[src/rtl/cache_bank_core_rsp_queue.sv]
// Per-bank core-response queue: first-word-fall-through ring buffer between the bank
// pipeline's response output and the core response merge stage.
module cache_bank_core_rsp_queue #(
  parameter int unsigned CACHE_ID       = 0,
  parameter int unsigned NUM_REQS       = 4,
  parameter int unsigned NUM_PORTS      = 1,
  parameter int unsigned WORD_SIZE      = 4,
  parameter int unsigned CORE_TAG_WIDTH = 8,
  parameter int unsigned CRSQ_SIZE      = 4,
  parameter int unsigned CRSQ_ALM_FULL  = 2,
  localparam int unsigned REQS_BITS     = (NUM_REQS > 1) ? $clog2(NUM_REQS) : 1,
  localparam int unsigned WORD_WIDTH    = 8 * WORD_SIZE,
  localparam int unsigned PTR_W         = $clog2(CRSQ_SIZE),
  localparam int unsigned CNT_W         = PTR_W + 1
) (
  input  logic                            clk,
  input  logic                            reset,
  input  logic                            enq_valid,
  input  logic [NUM_PORTS-1:0]            enq_pmask,
  input  logic [NUM_PORTS*WORD_WIDTH-1:0] enq_data,
  input  logic [NUM_PORTS*REQS_BITS-1:0]  enq_tid,
  input  logic [CORE_TAG_WIDTH-1:0]       enq_tag,
  output logic                            enq_ready,
  output logic                            alm_full,
  output logic                            rsp_valid,
  output logic [NUM_PORTS-1:0]            rsp_pmask,
  output logic [NUM_PORTS*WORD_WIDTH-1:0] rsp_data,
  output logic [NUM_PORTS*REQS_BITS-1:0]  rsp_tid,
  output logic [CORE_TAG_WIDTH-1:0]       rsp_tag,
  input  logic                            rsp_ready,
  output logic [CNT_W-1:0]                size
);

  localparam int unsigned ENTRY_W = NUM_PORTS + NUM_PORTS * WORD_WIDTH
                                  + NUM_PORTS * REQS_BITS + CORE_TAG_WIDTH;
  localparam logic [CNT_W-1:0] FullCount = CNT_W'(CRSQ_SIZE);
  localparam logic [CNT_W-1:0] AlmCount  = CNT_W'(CRSQ_ALM_FULL);

  typedef logic [ENTRY_W-1:0] entry_t;

  logic [PTR_W-1:0] wr_ptr_q, wr_ptr_d;
  logic [PTR_W-1:0] rd_ptr_q, rd_ptr_d;
  logic [CNT_W-1:0] count_q, count_d;
  logic             alm_full_q, alm_full_d;
  entry_t           mem_q [CRSQ_SIZE];
  entry_t           mem_d [CRSQ_SIZE];

  entry_t enq_entry;
  logic   push;
  logic   pop;

  assign enq_entry = {enq_pmask, enq_data, enq_tid, enq_tag};

  // Ready looks only at registered occupancy, so a same-cycle pop never frees a full queue.
  assign enq_ready = (count_q != FullCount) && reset;
  assign rsp_valid = (count_q != '0);
  assign push      = enq_valid && enq_ready;
  assign pop       = rsp_valid && rsp_ready;

  assign {rsp_pmask, rsp_data, rsp_tid, rsp_tag} = mem_q[rd_ptr_q];
  assign size     = count_q;
  assign alm_full = alm_full_q;

  always_comb begin
    wr_ptr_d = wr_ptr_q;
    rd_ptr_d = rd_ptr_q;
    count_d  = count_q;
    if (push) begin
      wr_ptr_d = wr_ptr_q + PTR_W'(1);
    end
    if (pop) begin
      rd_ptr_d = rd_ptr_q + PTR_W'(1);
    end
    unique case ({push, pop})
      2'b10:   count_d = count_q + CNT_W'(1);
      2'b01:   count_d = count_q - CNT_W'(1);
      default: count_d = count_q;
    endcase
    alm_full_d = (count_d >= AlmCount);
  end

  always_comb begin
    for (int i = 0; i < CRSQ_SIZE; i++) begin
      mem_d[i] = mem_q[i];
    end
    if (push) begin
      mem_d[wr_ptr_q] = enq_entry;
    end
  end

  always_ff @(posedge clk) begin
    if (!reset) begin
      wr_ptr_q   <= '0;
      rd_ptr_q   <= '0;
      count_q    <= '0;
      alm_full_q <= 1'b0;
    end else begin
      wr_ptr_q   <= wr_ptr_d;
      rd_ptr_q   <= rd_ptr_d;
      count_q    <= count_d;
      alm_full_q <= alm_full_d;
    end
  end

  // Entry storage is deliberately not reset; occupancy alone decides what is live.
  always_ff @(posedge clk) begin
    for (int i = 0; i < CRSQ_SIZE; i++) begin
      mem_q[i] <= mem_d[i];
    end
  end

  a_push_pmask: assert property (@(posedge clk) disable iff (!reset)
    push |-> (enq_pmask != '0))
    else $error("crsq%0d: push with empty pmask", CACHE_ID);

  a_enq_hold: assert property (@(posedge clk) disable iff (!reset)
    (enq_valid && !enq_ready) |=> (enq_valid && $stable(enq_pmask) && $stable(enq_data)
                                   && $stable(enq_tid) && $stable(enq_tag)))
    else $error("crsq%0d: stalled enqueue dropped or changed", CACHE_ID);

  a_count_range: assert property (@(posedge clk) disable iff (!reset)
    count_q <= FullCount)
    else $error("crsq%0d: occupancy overflow", CACHE_ID);

endmodule

[config.mk]
export PLATFORM = sky130hd
export DESIGN_NAME = cache_bank_core_rsp_queue
export DESIGN_NICKNAME = d
export VERILOG_FILES = /design/src/rtl/cache_bank_core_rsp_queue.sv
export SDC_FILE = /design/constraint.sdc
export NUM_CORES = 1
export LEC_CHECK = 0
export BUFFER_PORTS_ARGS = -buffer_cell sky130_fd_sc_hd__buf_2
export CORE_MARGIN = 8
export CORE_UTILIZATION = 55
export CTS_CLUSTER_DIAMETER = 100
export DETAILED_ROUTE_END_ITERATION = 10
export HOLD_SLACK_MARGIN = 0.08
export PLACE_DENSITY = 0.76
export SYNTH_ARGS = -nofsm -noshare
export SYNTH_HDL_FRONTEND = slang
export SYNTH_SLANG_ARGS = --single-unit
[constraint.sdc]
create_clock -name clk -period 3.55 [get_ports clk]
set_input_delay 0.71 -clock clk [delete_from_list [all_inputs] [get_ports clk]]
set_output_delay 0.71 -clock clk [all_outputs]
set_load 0.03 [all_outputs]
**Word level (Yosys, flattened, before mapping)**

Memory sizes are Yosys's and may differ from the RTL's. A register that Yosys moved wholly into a read port is not among the register bits.
Index checks and enable logic that the tools add are counted.

- $add $sub $neg: 4
- Magnitude comparators: 3
- Eq/ne operators: 3
- Muxes and demuxes: 7
- Bitwise gates (word level): 1
- Reduce and logical (&&, ||, !) cells: 5

Operators by type and width:

| operator | count |
|---|---|
| bitwise mux 172 bit | 1 |
| 2-to-1 mux 172 bit | 1 |
| demux 43 bit (select 2 bit) | 1 |
| 2-to-1 mux 43 bit | 1 |
| one-hot mux 3 bit (2 select lines) | 1 |
| adder 2 x 1 -> 2 bit (second input constant) | 2 |
| logical AND 1 bit | 4 |
| 2-to-1 mux 2 bit | 2 |
| adder 3 x 1 -> 3 bit (second input constant) | 1 |
| >= comparator 3 x 2 -> 1 bit (second input constant) | 1 |
| >= comparator 3 bit (second input constant) | 1 |
| < comparator 3 x 1 -> 1 bit (second input constant) | 1 |
| != test 3 bit (second input constant) | 1 |
| inverter 2 -> 3 bit | 1 |
| nonzero test 3 bit | 1 |
| subtractor 3 x 1 -> 3 bit (second input constant) | 1 |
| equality test 2 x 1 -> 1 bit (second input constant) | 1 |
| equality test 2 bit (second input constant) | 1 |

- Register bits after elaboration: 8
- RAM bits: 172
- Input bits: 47
- Output and inout bits: 49
- Logic and storage cells: 28
- Memories kept: 1

Memory list:

| memory | depth | width | read ports | clocked after memory_dff | write ports | RTL line | text |
|---|---|---|---|---|---|---|---|
| mem_q | 4 | 43 | 5 | 1 | 4 | 45 | `entry_t mem_q [CRSQ_SIZE];` |

**Logic depth before layout (Yosys ltp)**

- Depth after elaboration: 7
- Mapped depth: 10
- Mapped depth without buffers: 9

**Worst setup path after synthesis**

Ideal clock, no wire load.

- Path type: input -> register
- Start: input port reset
- End: memory mem_q[0][0] (netlist name), enable pin
- Arrival: 2.235 ns
- Setup slack: 0.910 ns
- Stages on the path: 4
- Path buffers: 1
- Cells stage by stage: buf_2 > nand2_1 > a21oi_2 > and2_1

RTL lines:

| element | RTL line | text |
|---|---|---|
| from (decl) | 17 | `input logic reset,` |
| to (decl) | 45 |  |

==> summary.md <==
| Metric | Value |
|---|---|
| Synthesized flop and latch total | `182` |
| Switching share of power | `0.295` |
| Placed wire-length estimate | `7.49 mm` |
| Data required, critical path | `2.84 ns` |
| Worst Skew | `0.00552 ns` |
| FF-to-FF path depth | `9` |
| Post-CTS Setup Bufs | `0` |
| Max Transition Viols Final | `0` |
| Port bufs | `95` |
| Core Util, Final | `0.665` |
| Critical path's slowest cell | `dfxtp_4` |
| Post-synth top area cell | `edfxtp_1` |
| DRC | `0` |
| Buf/Inv on CP | `2` |
| Fmax | `349 MHz` |
| Int Power | `4100 uW` |
| Setup Crit Path Kind | `register to output port` |
| Synth Area in Compound Gates | `0.00829` |
| Core ar. | `12000 sq um` |
| Final Critical Period | `2.86 ns` |
| Worst slew pin tran | `0.701 ns` |
| First-pass GRT wire length | `18.8 mm` |
| Ys Warns | `0` |
| FF/Latch Area | `5370 sq um` |
| Final antenna-violating net count | `0` |
| RSZ-0062 raised after global routing | `false` |
| Share of the synthesized area in the top cell type | `0.761` |
| Die area | `16200 sq um` |
| Status | `finished, final reports clean` |
| Gr usage total | `0.158` |
| Area after DPL | `7430 sq um` |
| Critical Path Fanout Max | `28` |
| Delay-heaviest family, CP | `flip-flops` |
| Layout net count | `442` |
| RR Startpoint | `size[0]` |
| Xor/xnor cell area share of the yosys netlist | `0.00516` |
| Pleak | `0.00270 uW` |
| Min-delay worst type | `primary input to register` |
| CTS sink cnt | `182` |
| Synth top area cells | `edfxtp_1 (76%), mux4_2 (13%), dfxtp_1 (2.9%)` |
| Most common cell in the synthesized netlist | `edfxtp_1` |
| Fin Setup TNS | `0 ns` |
| Worst-skew pair later-pin latency | `0.42 ns` |
| ANT cells | `0` |
| Initial antenna violation count | `0` |
| EDFF count, synth | `172` |
| Final setup fails | `0` |
| Drt first pass iters | `5` |
| Num CTS Buffers | `17` |
| Syn Area/Cell | `24.3 sq um` |
| Vias in the first global route | `3434` |
| Clk buf depth | `2` |
| Hold Crit Depth | `1` |
| Final GP Congestion | `0.731` |
| Synth Area in Simple Gates | `0.0151` |
| Netlist Area Pre-Place | `6790 sq um` |
| CP Data Arrival Time | `2.15 ns` |
| Max_cap viols | `0` |
| Synth-to-Final Area Change | `17.7%` |
| Clk network pwr share | `0.305` |
| Crit start category | `register` |
| Pwr dens | `727 nW/um^2` |
| FF-to-FF setup slack | `1.15 ns` |
| Sequential share of the synthesized area | `0.790` |
| Deepest level of the CTS H-tree | `4` |
| PostCTS Resize Cnt | `0` |
| Fillers | `781` |
| R2r endpoint | `alm_full` |
| Hold Buf Count CTS | `0` |
| Crit path cell chain | `buf_12 -> mux4_2 -> buf_2` |
| Seq pwr share | `0.460` |
| Die width | `127 um` |
| Unique masters post-synth | `27` |
| Maximum number of pins on one net before global-route repair | `44` |
| Cells after synthesis | `279` |
| Die H | `127 um` |
| DRT iter0 DRCs | `215` |
| Period utilization | `0.807` |
| CP Capture Type | `output port` |
| DRT Wirelength | `12.0 mm` |
| Largest family of logic cells by synthesized area | `multiplexers` |
| CTS clk-pin slew, worst paths | `0.07 ns` |
| Peak VDD IR | `0.461 mV` |
| Initial Util | `0.565` |
| CTS tree | `done` |
| WL/cell | `22.0 um` |
| Gate power share | `0.235` |
| Synth cell count leaders | `edfxtp_1 (172), mux4_2 (40), dfxtp_1 (10), inv_1 (7), and2_1 (6)` |
| Mapped Nets | `332` |
| Asr flop ratio synth | `0` |
| Root buffer cell | `clkbuf_16` |
| Adder-cell share of the synthesized area | `0.0122` |
| Net Switching | `1710 uW` |
| Vias per cell | `5.65` |
| Routed via count | `3098` |
| GRT overflow | `0` |
| Max stage delay on crit path | `0.72 ns` |
| Slew headroom | `0.533` |
| Endpoints failing hold | `0` |
| Row count | `40` |
| Hold Path End | `mem_q[1][36]` |
| Mux cell area share after synthesis | `0.147` |
| Final instance area | `7990 sq um` |
| Main synth FF type | `edfxtp_1` |
| Share of cells above drive strength 1 | `0.449` |
| Io pins | `96` |
| Hold wc startpoint | `enq_data[26]` |
| Area of the multi-input gates | `1280 sq um` |
-- worst max-delay path by stage --
stage                   from           end  slack, ns  cells after the start
global route        register  rsp_data[18]       0.55                      3
floorplan              reset   mem_q[0][0]       0.91                      4
global placement       reset      alm_full       0.91                     10
CTS                 register  rsp_data[18]       0.60                      3
detailed placement     reset      alm_full       0.76                     10
finish              register  rsp_data[18]       0.69                      3
-- sequential cells by signal (all words and copies together) (netlist names), named ones only --
| signal | cells |
|---|---|
| alm_full | 1 |
| mem_q | 172 |
| wr_ptr_q | 2 |
| size | 3 |
| rd_ptr_q | 2 |
-- worst reg2reg max path, cell delays in order, from the launching register on --
cell      delay, ns
dfxtp_1        0.46
nor2_1         0.12
a21oi_2        0.30
inv_1          0.08
ha_1           0.23
inv_1          0.07
fa_1           0.40
or2_2          0.30
a21boi_0       0.23
nand3b_1       0.15
-- power groups by stage --
stage	registers [uW]	logic, uW	clock network (uW)
5_1_grt	2700	1460	1890
4_1_cts	2680	1390	1810
2_1_floorplan	2630	1160	0
3_5_place_dp	2730	1390	0
3_3_place_gp	2710	1370	0
6_report	2670	1370	1770
-- cells by family after synthesis --
group                      after synthesis
DFF                                    182
muxes                                   45
buffers and inverters                   18
and+or+nand+nor                         18
AOI/OAI and AO/OA                        6
adders and majority gates                6
xor gates and xnor gates                 4
-- routing by layer --
layer  track usage  part of all wire
met2         0.258              0.51
met4        0.0651             0.016
met3        0.0603             0.067
met5             0                 0
met1         0.183              0.41
-- cell usage in the layout (no fill, tap or decap), types with 3 or more instances in the layout --
| cell | instances |
|---|---|
| and2_2 | 4 |
| buf_12 | 3 |
| buf_2 | 95 |
| buf_4 | 4 |
| clkbuf_16 | 17 |
| clkinv_2 | 3 |
| clkinvlp_4 | 5 |
| dfxtp_1 | 8 |
| edfxtp_1 | 172 |
| ha_1 | 5 |
| inv_1 | 7 |
| mux4_1 | 3 |
| mux4_2 | 40 |
| nand2_1 | 5 |
| xnor2_1 | 3 |
-- per-stage QoR --
| step | setup WS, ns | instances | total power, uW | hold WS [ns] |
|---|---|---|---|---|
| after detailed placement | 0.758 | 517 | 4110 | 0.498 |
| after global placement | 0.911 | 517 | 4080 | 0.492 |
| after global routing | 0.550 | 548 | 6050 | 0.487 |
| final | 0.686 | 548 | 5810 | 0.498 |
| after floorplan | 0.910 | 279 | 3790 | 0.468 |
| after CTS | 0.604 | 548 | 5880 | 0.481 |
-- layout make-up --
type / count / share of cell area
clock buffer: 17 / 0.0532
clock inverter: 14 / 0.0172
inverter: 7 / 0.00329
multi-input combinational: 79 / 0.160
sequential: 182 / 0.672
tap: 147 / 0.0230
timing repair buffer: 102 / 0.0708
(Power assumes the default switching activity.)
